`config.mk`:
```
export PLATFORM = sky130hd
export DESIGN_NAME = sram_arbiter_2p
export DESIGN_NICKNAME = d
export VERILOG_FILES = /design/src/rtl/sram_arbiter_2p_pkg.sv /design/src/rtl/sram_arbiter_2p_rr_arb2.sv /design/src/rtl/sram_arbiter_2p.sv
export SDC_FILE = /design/constraint.sdc
export NUM_CORES = 1
export LEC_CHECK = 0
export CAP_MARGIN = 5
export CORE_MARGIN = 3
export CORE_UTILIZATION = 43
export CTS_BUF_LIST = sky130_fd_sc_hd__clkbuf_4
export DETAILED_ROUTE_END_ITERATION = 12
export GPL_TIMING_DRIVEN = 0
export PLACE_DENSITY = 0.87
export SLEW_MARGIN = 25
export SYNTH_ARGS = -nofsm -noshare
export SYNTH_HDL_FRONTEND = slang
export SYNTH_SLANG_ARGS = --single-unit
```
`constraint.sdc`:
```
create_clock -name clk -period 2.2 [get_ports clk]
set_input_delay 0.22 -clock clk [delete_from_list [all_inputs] [get_ports clk]]
set_output_delay 0.22 -clock clk [all_outputs]
set_load 0.03 [all_outputs]
```
`src/rtl/sram_arbiter_2p_pkg.sv`:
```
// Shared types and constants for the two-port SRAM arbiter/sequencer.
package sram_arb_pkg;

  // Access sequencer states.
  typedef enum logic [2:0] {
    IDLE     = 3'd0,
    RD       = 3'd1,
    WR_SETUP = 3'd2,
    WR_PULSE = 3'd3,
    WR_HOLD  = 3'd4
  } state_t;

  // Grant encoding shared by the arbiter and the sequencer.
  localparam logic PORT_A = 1'b0;
  localparam logic PORT_B = 1'b1;

  // Width of the wait down-counter: must hold max(rd_wait, wr_wait) - 1.
  function automatic int cnt_width(input int rd_wait, input int wr_wait);
    int max_load;
    max_load = ((rd_wait > wr_wait) ? rd_wait : wr_wait) - 1;
    return (max_load < 2) ? 1 : $clog2(max_load + 1);
  endfunction

endpackage

```
`src/rtl/sram_arbiter_2p_rr_arb2.sv`:
```
// Two-way round-robin grant. A lone requester always wins; on contention the
// port that did not win most recently wins. last_grant moves on every grant
// taken while i_update is high.
module sram_rr_arb2
  import sram_arb_pkg::*;
(
  input  logic clk,
  input  logic rst,
  input  logic i_req_a,
  input  logic i_req_b,
  input  logic i_update,
  output logic o_valid,
  output logic o_grant
);

  logic r_last_grant;

  // Combinational grant decision from the current requests and last winner.
  always_comb begin
    o_valid = i_req_a | i_req_b;
    o_grant = PORT_A;
    if (i_req_a && i_req_b) begin
      o_grant = (r_last_grant == PORT_A) ? PORT_B : PORT_A;
    end else if (i_req_b) begin
      o_grant = PORT_B;
    end
  end

  // Remember the winner so the next contention goes the other way.
  always_ff @(posedge clk) begin
    if (rst) begin
      r_last_grant <= PORT_B;
    end else if (i_update && o_valid) begin
      r_last_grant <= o_grant;
    end
  end

endmodule

```
`src/rtl/sram_arbiter_2p.sv`:
```
// Two-port arbiter and access sequencer for the external asynchronous SRAM.
// One access at a time; all pin-facing outputs are registered.
module sram_arbiter_2p
  import sram_arb_pkg::*;
#(
  parameter int AW      = 21,
  parameter int DW      = 8,
  parameter int RD_WAIT = 2,
  parameter int WR_WAIT = 2
) (
  input  logic          clk,
  input  logic          rst,
  input  logic          a_req,
  input  logic          a_we,
  input  logic [AW-1:0] a_addr,
  input  logic [DW-1:0] a_wdata,
  output logic          a_ack,
  output logic [DW-1:0] a_rdata,
  output logic          a_rvalid,
  input  logic          b_req,
  input  logic          b_we,
  input  logic [AW-1:0] b_addr,
  input  logic [DW-1:0] b_wdata,
  output logic          b_ack,
  output logic [DW-1:0] b_rdata,
  output logic          b_rvalid,
  output logic [AW-1:0] sram_addr,
  output logic [DW-1:0] sram_dout,
  output logic          sram_doe,
  input  logic [DW-1:0] sram_din,
  output logic          sram_we_n,
  output logic          sram_oe_n
);

  localparam int            CW      = cnt_width(RD_WAIT, WR_WAIT);
  localparam logic [CW-1:0] RD_LOAD = CW'(RD_WAIT - 1);
  localparam logic [CW-1:0] WR_LOAD = CW'(WR_WAIT - 1);

  state_t        r_state, w_state_next;
  logic [CW-1:0] r_cnt, w_cnt_next;
  logic          r_port, w_port_next;
  logic [AW-1:0] r_addr, w_addr_next;
  logic [DW-1:0] r_dout, w_dout_next;
  logic          r_doe, w_doe_next;
  logic          r_we_n, w_we_n_next;
  logic          r_oe_n, w_oe_n_next;
  logic          r_a_ack, w_a_ack_next, r_b_ack, w_b_ack_next;
  logic          r_a_rvalid, w_a_rvalid_next, r_b_rvalid, w_b_rvalid_next;
  logic [DW-1:0] r_a_rdata, w_a_rdata_next, r_b_rdata, w_b_rdata_next;

  logic          w_idle, w_gnt_valid, w_gnt;
  logic          w_sel_we;
  logic [AW-1:0] w_sel_addr;
  logic [DW-1:0] w_sel_wdata;

  // Requests only compete while idle; busy-time requests simply wait.
  assign w_idle      = (r_state == IDLE);
  assign w_sel_we    = (w_gnt == PORT_B) ? b_we    : a_we;
  assign w_sel_addr  = (w_gnt == PORT_B) ? b_addr  : a_addr;
  assign w_sel_wdata = (w_gnt == PORT_B) ? b_wdata : a_wdata;

  sram_rr_arb2 u_arb (
    .clk      (clk),
    .rst      (rst),
    .i_req_a  (a_req & w_idle),
    .i_req_b  (b_req & w_idle),
    .i_update (w_idle),
    .o_valid  (w_gnt_valid),
    .o_grant  (w_gnt)
  );

  // Next-state and next-output decode for the access sequencer.
  always_comb begin
    w_state_next    = r_state;
    w_cnt_next      = r_cnt;
    w_port_next     = r_port;
    w_addr_next     = r_addr;
    w_dout_next     = r_dout;
    w_doe_next      = r_doe;
    w_we_n_next     = r_we_n;
    w_oe_n_next     = r_oe_n;
    w_a_ack_next    = 1'b0;
    w_b_ack_next    = 1'b0;
    w_a_rvalid_next = 1'b0;
    w_b_rvalid_next = 1'b0;
    w_a_rdata_next  = r_a_rdata;
    w_b_rdata_next  = r_b_rdata;
    case (r_state)
      IDLE: begin
        w_doe_next  = 1'b0;
        w_we_n_next = 1'b1;
        w_oe_n_next = 1'b0;
        if (w_gnt_valid) begin
          w_port_next  = w_gnt;
          w_addr_next  = w_sel_addr;
          w_a_ack_next = (w_gnt == PORT_A);
          w_b_ack_next = (w_gnt == PORT_B);
          if (w_sel_we) begin
            // Turn the bus around first: SRAM outputs off before we drive.
            w_state_next = WR_SETUP;
            w_oe_n_next  = 1'b1;
            w_doe_next   = 1'b1;
            w_dout_next  = w_sel_wdata;
          end else begin
            w_state_next = RD;
            w_cnt_next   = RD_LOAD;
          end
        end
      end
      RD: begin
        if (r_cnt == '0) begin
          w_state_next = IDLE;
          if (r_port == PORT_A) begin
            w_a_rdata_next  = sram_din;
            w_a_rvalid_next = 1'b1;
          end else begin
            w_b_rdata_next  = sram_din;
            w_b_rvalid_next = 1'b1;
          end
        end else begin
          w_cnt_next = r_cnt - 1'b1;
        end
      end
      WR_SETUP: begin
        w_state_next = WR_PULSE;
        w_we_n_next  = 1'b0;
        w_cnt_next   = WR_LOAD;
      end
      WR_PULSE: begin
        if (r_cnt == '0) begin
          w_state_next = WR_HOLD;
          w_we_n_next  = 1'b1;
        end else begin
          w_cnt_next = r_cnt - 1'b1;
        end
      end
      WR_HOLD: begin
        // Address and data held one cycle past the rising WE_n edge.
        w_state_next = IDLE;
        w_doe_next   = 1'b0;
        w_oe_n_next  = 1'b0;
      end
      default: begin
        w_state_next = IDLE;
        w_doe_next   = 1'b0;
        w_we_n_next  = 1'b1;
      end
    endcase
  end

  // State and registered pin/handshake outputs.
  always_ff @(posedge clk) begin
    if (rst) begin
      r_state    <= IDLE;
      r_cnt      <= '0;
      r_port     <= PORT_B;
      r_addr     <= '0;
      r_dout     <= '0;
      r_doe      <= 1'b0;
      r_we_n     <= 1'b1;
      r_oe_n     <= 1'b1;
      r_a_ack    <= 1'b0;
      r_b_ack    <= 1'b0;
      r_a_rvalid <= 1'b0;
      r_b_rvalid <= 1'b0;
      r_a_rdata  <= '0;
      r_b_rdata  <= '0;
    end else begin
      r_state    <= w_state_next;
      r_cnt      <= w_cnt_next;
      r_port     <= w_port_next;
      r_addr     <= w_addr_next;
      r_dout     <= w_dout_next;
      r_doe      <= w_doe_next;
      r_we_n     <= w_we_n_next;
      r_oe_n     <= w_oe_n_next;
      r_a_ack    <= w_a_ack_next;
      r_b_ack    <= w_b_ack_next;
      r_a_rvalid <= w_a_rvalid_next;
      r_b_rvalid <= w_b_rvalid_next;
      r_a_rdata  <= w_a_rdata_next;
      r_b_rdata  <= w_b_rdata_next;
    end
  end

  assign sram_addr = r_addr;
  assign sram_dout = r_dout;
  assign sram_doe  = r_doe;
  assign sram_we_n = r_we_n;
  assign sram_oe_n = r_oe_n;
  assign a_ack     = r_a_ack;
  assign b_ack     = r_b_ack;
  assign a_rvalid  = r_a_rvalid;
  assign b_rvalid  = r_b_rvalid;
  assign a_rdata   = r_a_rdata;
  assign b_rdata   = r_b_rdata;

endmodule

```
; Yosys cells after proc, flatten, opt, wreduce, memory -nomap -nowiden
; Index checks and enable logic that the tools add are counted.
; W data, S select, Z words.
[totals]
register_bits = 58
output_inout_bits = 52
wordCells = 74
[op_classes]
addsub = 1
n_eq_ne = 8
mux = 23
n_bitwise = 10
n_reduce_logical = 17
[op_table]
columns = op, count
row1 = $mux W21, 1
row2 = $reduce_and A3 Y1, 5
row3 = $mux W1, 12
row4 = $pmux W3 S4, 1
row5 = $mux W3, 3
row6 = $reduce_or A3 Y1, 3
row7 = $mux W8, 1
row8 = $ne A2 B2 Y1 const B, 4
row9 = $not A1 Y1, 7
row10 = $eq A3 B2 Y1 const B, 2
row11 = $pmux W1 S3, 2
row12 = $pmux W1 S2, 2
row13 = $reduce_and A2 Y1, 2
row14 = $reduce_or A2 Y1, 2
row15 = $eq A3 B1 Y1 const B, 1
row16 = $eq A3 B3 Y1 const B, 1
row17 = $logic_not A3 Y1, 1
row18 = $reduce_bool A3 Y1, 1
row19 = $and A1 B1 Y1, 2
row20 = $logic_and A1 B1 Y1, 2
row21 = $mux W2, 1
row22 = $reduce_bool A2 Y1, 1
row23 = $or A1 B1 Y1, 1
row24 = $sub A1 B1 Y1 const B, 1

; Depth between registers and ports, before layout
; Gate-level depths: netlist (run 1).
[logic_depth]
depth_word = 8
depth_mapped = 7
ltp_nobuf = 4

; By module
; From an unflattened synthesis (run 1), not the netlist that was laid out.
[hier_totals]
hier_cells = 251
hier_area_um2 = 2544.9
[by_module_without_submodules]
columns = mod, n_inst, cells_each, area_per_inst_um2
row1 = sram_arbiter_2p, 1, 245, 2488.6
row2 = sram_rr_arb2, 1, 6, 56.3

; Least setup slack after synthesis (run 1)
; No wires, ideal clock.
[synth_path]
path_kind = flip-flop to flip-flop
start = register r_state[2]
end = register r_state[1]
setup_ns = 0.117
t_arrival_ns = 1.316
required_ns = 2.083
path_slack_ns = 0.767
stages_incl_launch_ff = 7
period_less_slack_ns = 1.433
cell_sequence = dfxtp_1 buf_6 nor3_4 buf_6 nand2_4 mux2_4 a22o_1
[synth_via]
elab_chain_cells = 8
word_cells_on_any_way = 18
classes_between = eq/ne (6) / mux (6) / bitwise (3) / reduce/logical (3)
[synth_lines]
columns = item, line
row1 = from (decl), sram_arbiter_2p.sv:39  ; state_t r_state, w_state_next;
row2 = from (signal assigned), sram_arbiter_2p.sv:169  ; r_state <= w_state_next;
row3 = $logic_not A3 Y1, "sram_arbiter_2p.sv:57, sram_arbiter_2p.sv:88"
row4 = $and A1 B1 Y1 (on tied branches), "sram_arbiter_2p.sv:66, sram_arbiter_2p.sv:65"
row5 = $mux W1 / $logic_and A1 B1 Y1 (equally long branches), "sram_arbiter_2p_rr_arb2.sv:24, sram_arbiter_2p_rr_arb2.sv:22"
row6 = $mux W1, sram_arbiter_2p_rr_arb2.sv:22  ; if (i_req_a && i_req_b) begin
row7 = $mux W1, sram_arbiter_2p.sv:58  ; assign w_sel_we = (w_gnt == PORT_B) ? b_we : a_we;
row8 = $mux W2, sram_arbiter_2p.sv:98  ; if (w_sel_we) begin
row9 = $mux W3, sram_arbiter_2p.sv:93  ; if (w_gnt_valid) begin
row10 = $pmux W3 S4, sram_arbiter_2p.sv:88  ; case (r_state)
; Several ways; a longest one is shown, not always the timed one. The select of a mux whose other input is x is not followed.
; A chain may end at the register's enable or synchronous reset.

; Worst setup path after layout (run 1)
[layout_path]
start = register r_we_n (netlist: sram_we_n)
end = output port sram_we_n
[layout_lines]
columns = item, line
row1 = from (decl), sram_arbiter_2p.sv:45  ; logic r_we_n, w_we_n_next;
row2 = from (signal assigned), sram_arbiter_2p.sv:175  ; r_we_n <= w_we_n_next;
row3 = to (decl), sram_arbiter_2p.sv:31  ; output logic sram_we_n,
; No word-level cell between the ends.

==> flow_metrics.py, run 1 <==
metrics = {
    "run_status": {
        "status": "complete, no violations",
    },
    "timing": {
        "fin_crit_ps": 1670,
        "maxSlewViolCount": 0,
        "setup_tns_ps": 0,
        "setup_viol": 0,
        "rsz0062_at_grt": "no",
        "max_freq_mhz": 598,
        "whs_ps": 107,
        "clock-skew-final_ps": 8.06,
        "hold_viol": 0,
        "period_share_pct": 76.1,
        "slew_headroom_pct": 56.5,
        "worst_slew_pin_slew_ps": 653,
    },
    "worst_setup_path": {
        "critPathRequiredTime_ps": 1980,
        "cp_cell_sequence": "clkdlybuf4s50_1",
        "critical_path_class": "reg -> out",
        "cpLargestDelayFamily": "buffers and inverters",
        "end_kind": "primary output",
        "crit_end": "sram_we_n",
        "rrSetupSlack_ps": 570,
        "reg2reg_from": "r_state[2]",
        "worst-path-buf-inv": 1,
        "critPathSlowestCell": "clkdlybuf4s50_1",
        "r2r_end": "sram_addr[18]",
        "worst-path-stages": 1,
        "slowest_delay_ps": 690,
        "startpoint": "sram_we_n",
        "crit_path_max_fanout": 3,
        "start_kind": "flip-flop",
        "cp.arrival_ps": 1450,
        "r2r_cells": 6,
    },
    "clock_tree": {
        "ctsHoldBuffers": 0,
        "numCtsBuffers": 9,
        "numClockSinks": 57,
        "post_cts_resized": 0,
        "cts_buffer_depth": 2,
        "clk_pin_slew_ps": 90,
        "h-tree-depth": 3,
        "cts_setup_buffers": 0,
        "clock_latency_ps": 390,
        "cts-root-buf": "clkbuf_4",
        "cts_tree": "done",
    },
    "synth": {
        "syn_nets": 300,
        "ys_seq_area_share_pct": 49.4,
        "ys_warn_count": 0,
        "netlist_instances": 228,
        "synthesis.area_um2": 2310,
        "synth.distinct_cells": 35,
        "ys_seq_elements": 57,
        "synth.avg_cell_area_um2": 10.1,
    },
    "drt": {
        "dr.pass1.iters": 4,
        "drt_iter0_drc": 138,
        "wire_per_inst_um": 15.3,
        "viasPerCell": 5.19,
        "ant_nets": 0,
        "wl_um": 6680,
        "drc": 0,
        "via_count": 2264,
    },
    "pwr": {
        "vdd_drop_max_mv": 0.583,
        "p_leak_nw": 1.62,
        "p_per_area_nw_per_um2": 960,
    },
    "floorplanning": {
        "core_area_um2": 5140,
        "rows": 26,
        "ios": 124,
        "fp.dieArea_um2": 6290,
        "start_util_pct": 45.0,
        "die_width_um": 79.3,
        "die_h_um": 79.3,
    },
    "finish": {
        "nFillCells": 408,
        "diodes": 0,
        "design_area_um2": 3750,
        "regArea_um2": 1140,
        "num-nets-final": 433,
        "drive_gt1_share_pct": 12.8,
        "fin_util_pct": 73.1,
        "multi_input_comb_area_um2": 947,
        "layout.cells.non_filler": 436,
        "syn_to_final_growth_pct": 62.4,
    },
    "place": {
        "place_area_um2": 3620,
        "place_inst": 420,
        "io_buffer_count": 122,
        "dp_hpwl_um": 4880,
        "gp_congestion": 0.696,
    },
    "job": {
        "cap_violations": 0,
    },
    "global_route": {
        "grt_pass1_wl_um": 10600,
        "antenna_found_initial": 0,
        "grt_max_degree": 11,
        "grt_usage_pct": 21.6,
        "grt-ovfl-total": 0,
        "first_global_vias": 2235,
    },
    "min_path": {
        "hold_class": "in -> reg",
    },
}
-- through the flow --
stage,setup slack [ps],power (W)
2_1_floorplan,767,0.00227
3_3_place_gp,307,0.00283
3_5_place_dp,274,0.00288
4_1_cts,507,0.00363
5_1_grt,476,0.00380
6_report,527,0.00361
-- cell usage after synthesis --
cell       n  share of area (%)
a21o_1     1               0.32
nor3_1     2               0.43
and3b_1    1               0.38
mux2_4     1               0.65
a21oi_1   13                2.8
nand3_1    9                1.9
nand4b_1   1               0.38
and2_4     1               0.38
nor2_1    21                3.4
nand2_1   16                2.6
or2_2      2               0.54
and4b_1    1               0.43
nand3b_1   1               0.32
a222oi_1  21                9.1
nor4b_1    1               0.38
buf_2      8                1.7
a32o_1     1               0.43
a21boi_2   1               0.49
inv_1     23                3.7
dfxtp_1   57                 49
o31a_1     1               0.38
mux2i_1   16                6.9
and3_1     1               0.27
o22ai_1    1               0.27
clkbuf_1   3               0.49
a22o_1     1               0.38
buf_4      2               0.65
nand2b_4   1               0.60
nand2_4    1               0.49
o21ai_1    1               0.22
nor2b_1    2               0.54
buf_6      6                2.9
buf_1      1               0.16
nor3_4     1               0.70
a311oi_2   8                5.2
-- worst min path at each step --
stage	startpoint	endpoint	slack, ps	cells past startpoint
final	rst	a_rvalid	110	2
after global routing	rst	a_rvalid	90	2
after CTS	rst	a_rvalid	100	2
after detailed placement	sram_oe_n	sram_oe_n	460	2
after global placement	sram_oe_n	sram_oe_n	450	2
after floorplan	a_addr[0]	sram_addr[0]	340	2
-- power breakdown --
group / leakage (nW) / switching, W / internal (W)
Combinational: 1.07 / 0.000821 / 0.000692
Sequential: 0.467 / 0.000112 / 0.00122
Clock: 0.0787 / 0.000378 / 0.000379
Total: 1.62 / 0.00131 / 0.00229
-- registers in the layout, summed over array words and instances (netlist names), 3 cells and up --
name / count
sram_addr: 21
sram_dout: 8
b_rdata: 8
a_rdata: 8
r_state: 3
-- cell families after synthesis --
family | count (synthesis) | share of synthesized area, %
AO/OA/AOI/OAI | 49 | 19.6
flip-flops | 57 | 49.4
multiplexers | 17 | 7.58
AND/OR/NAND/NOR | 62 | 13.8
buffers and inverters | 43 | 9.69
-- layout make-up --
class / instances / area share (%)
buffer: 20 / 3.67
inverter: 23 / 2.30
timing repair buffer: 122 / 32.5
multi-input combinational: 128 / 25.2
clock inverter: 4 / 1.17
clock buffer: 12 / 2.40
sequential: 57 / 30.4
tap: 70 / 2.33
-- cells in the final DEF (no fill, tap or decap), types with 2 or more instances in the layout --
cell / netlist / layout
a311oi_2: 8 / 8
nand3_1: 9 / 9
a222oi_1: 21 / 21
or2_2: 2 / 2
clkbuf_4: 0 / 12
buf_4: 2 / 2
nor2b_1: 2 / 2
inv_1: 23 / 23
nor2_1: 21 / 21
buf_6: 6 / 6
mux2i_1: 16 / 16
dfxtp_1: 57 / 57
clkinv_2: 0 / 2
a21oi_1: 13 / 13
nor3_1: 2 / 2
clkdlybuf4s50_1: 0 / 122
buf_2: 8 / 8
nand2_1: 16 / 16
clkbuf_1: 3 / 3
-- metal layers --
| metal | up-vias | routed length (um) | GRT usage, % |
|---|---|---|---|
| met5 | - | 0 | 0 |
| met4 | 0 | 86 | 7.90 |
| met3 | 10 | 628 | 7.37 |
| met2 | 97 | 3270 | 36.1 |
| met1 | 1060 | 2690 | 25.5 |
| li1 | 1097 | - | - |
Note: power is estimated with default switching activity, not from simulation.
==> run 2: changes to the inputs <==
Settings changed: CORE_UTILIZATION 43 to 40, PLACE_DENSITY 0.87 to 0.82.
Clock period 2.2 ns to 1.7 ns, I/O delays scaled along.
==> flow_metrics.py, run 2 (same netlist as run 1, synthesis figures left out) <==
metrics = {
    "worst_setup_path": {
        "start_kind": "flip-flop",
        "r2r_end": "r_state[1]",
        "critPathRequiredTime_ps": 1530,
        "critPathSlowestCell": "clkdlybuf4s50_1",
        "end_kind": "primary output",
        "startpoint": "sram_addr[11]",
        "critical_path_class": "reg -> out",
        "cp.arrival_ps": 1450,
        "cpLargestDelayFamily": "buffers and inverters",
        "rrSetupSlack_ps": 130,
        "crit_path_max_fanout": 2,
        "reg2reg_from": "r_state[2]",
        "worst-path-buf-inv": 1,
        "worst-path-stages": 1,
        "slowest_delay_ps": 710,
        "cp_cell_sequence": "clkdlybuf4s50_1",
        "r2r_cells": 6,
    },
    "timing": {
        "maxSlewViolCount": 0,
        "clock-skew-final_ps": 7.22,
        "hold_viol": 0,
        "period_share_pct": 95.1,
        "fin_crit_ps": 1620,
        "setup_viol": 0,
        "whs_ps": 61.3,
        "worst_slew_pin_slew_ps": 696,
        "slew_headroom_pct": 53.6,
        "rsz0062_at_grt": "yes",
        "max_freq_mhz": 618,
    },
    "floorplanning": {
        "fp.dieArea_um2": 6730,
        "die_h_um": 82.0,
        "start_util_pct": 41.7,
        "rows": 27,
        "die_width_um": 82.0,
        "core_area_um2": 5540,
        "ios": 124,
    },
    "min_path": {
        "hold_class": "in -> reg",
        "holdPathEnd": "a_rvalid",
        "hold_depth": 2,
        "hold_path_startpoint": "rst",
    },
    "clock_tree": {
        "ctsHoldBuffers": 0,
        "cts-root-buf": "clkbuf_4",
        "numCtsBuffers": 9,
        "h-tree-depth": 3,
        "clk_pin_slew_ps": 90,
        "clock_latency_ps": 390,
        "numClockSinks": 57,
        "cts_buffer_depth": 2,
        "cts_tree": "done",
    },
    "global_route": {
        "grt_usage_pct": 19.9,
        "grt-ovfl-total": 0,
        "grt_pass1_wl_um": 10200,
        "first_global_vias": 2259,
        "antenna_found_initial": 0,
        "grt_max_degree": 11,
    },
    "drt": {
        "ant_nets": 0,
        "viasPerCell": 5.08,
        "drc": 0,
        "drt_iter0_drc": 111,
        "dr.pass1.iters": 5,
        "wl_um": 6510,
        "via_count": 2225,
        "wire_per_inst_um": 14.9,
    },
    "pwr": {
        "p_per_area_nw_per_um2": 1200,
        "vdd_drop_max_mv": 0.654,
        "p_leak_nw": 1.61,
    },
    "finish": {
        "diodes": 0,
        "design_area_um2": 3730,
        "drive_gt1_share_pct": 12.8,
        "final_cell_mix": "clkdlybuf4s50_1, dfxtp_1, inv_1",
        "largest_reg_flops": 21,
        "num-nets-final": 433,
        "mostFrequentLayoutCell": "clkdlybuf4s50_1",
        "nFillCells": 477,
        "syn_to_final_growth_pct": 61.5,
    },
    "run_status": {
        "status": "complete, no violations",
    },
    "place": {
        "place_area_um2": 3620,
        "gp_congestion": 0.711,
        "io_buffer_count": 122,
        "dp_hpwl_um": 4760,
    },
    "job": {
        "cap_violations": 0,
    },
}
[run 2: metal layers]
layer	part of all wire [%]	vias up	track usage, %
li1	-	1089	-
met1	38	1033	21.9
met2	48	88	32.1
met3	11	15	8.66
met4	2.4	0	10.8
met5	0	-	0
[run 2: worst max-delay path by stage]
| stage | slack [ps] | end |
|---|---|---|
| global route | -3 | a_rdata[5] |
| detailed placement | -170 | r_state[1] |
| floorplan | 270 | r_state[1] |
| global placement | -140 | r_state[1] |
| CTS | 50 | sram_we_n |
| finish | 80 | sram_addr[11] |
[run 2: metrics by stage]
stage / util [%] / total power, W / TNS, ps / cells / setup slack [ps]
finish: 67.4 / 0.00449 / 0 / 438 / 83.0
global route: 67.4 / 0.00476 / -2.61 / 438 / -2.61
CTS: 67.3 / 0.00455 / 0 / 438 / 50.5
detailed placement: 65.4 / 0.00372 / -3110 / 422 / -171
global placement: 65.4 / 0.00367 / -2020 / 422 / -138
floorplan: - / 0.00294 / 0 / 228 / 267
[run 2: area by class of cell]
cell class | instances | area [um2] | share of cell area (%)
buffer | 20 | 138 | 3.69
clock buffer | 11 | 82.6 | 2.21
clock inverter | 5 | 22.5 | 0.603
inverter | 23 | 86.3 | 2.31
multi-input combinational | 128 | 951 | 25.5
sequential | 57 | 1140 | 30.6
tap | 72 | 90.1 | 2.41
timing repair buffer | 122 | 1220 | 32.8
[run 2: what timing repair did]
item,CTS,global route
resized for setup,0,2
buffers inserted,0,0
endpoints found under the setup margin,0,4
[run 2: report_power, final]
group	total (W)	internal, W	leakage (nW)	switching [W]
logic	0.00195	0.000896	1.07	0.00105
registers	0.00173	0.00158	0.467	0.000146
clock network	0.000807	0.000317	0.0655	0.000490
==> run 3: changes to the inputs <==
Settings changed: CORE_UTILIZATION 40 to 43, PLACE_DENSITY 0.82 to 0.87.
Clock period 1.7 ns to 2.1 ns, I/O delays scaled along.
==> results of run 3 <==
Same layout as run 1 (identical final DEF). Status: complete, no violations.
Among the figures that moved: setup slack after placement 274 ps -> 184 ps; setup slack after layout 527 ps -> 437 ps; hold slack 107 ps -> 96.8 ps; register-to-register setup slack 570 ps -> 470 ps; total power 0.00361 W -> 0.00378 W; worst IR drop on VDD 0.583 mV -> 0.610 mV
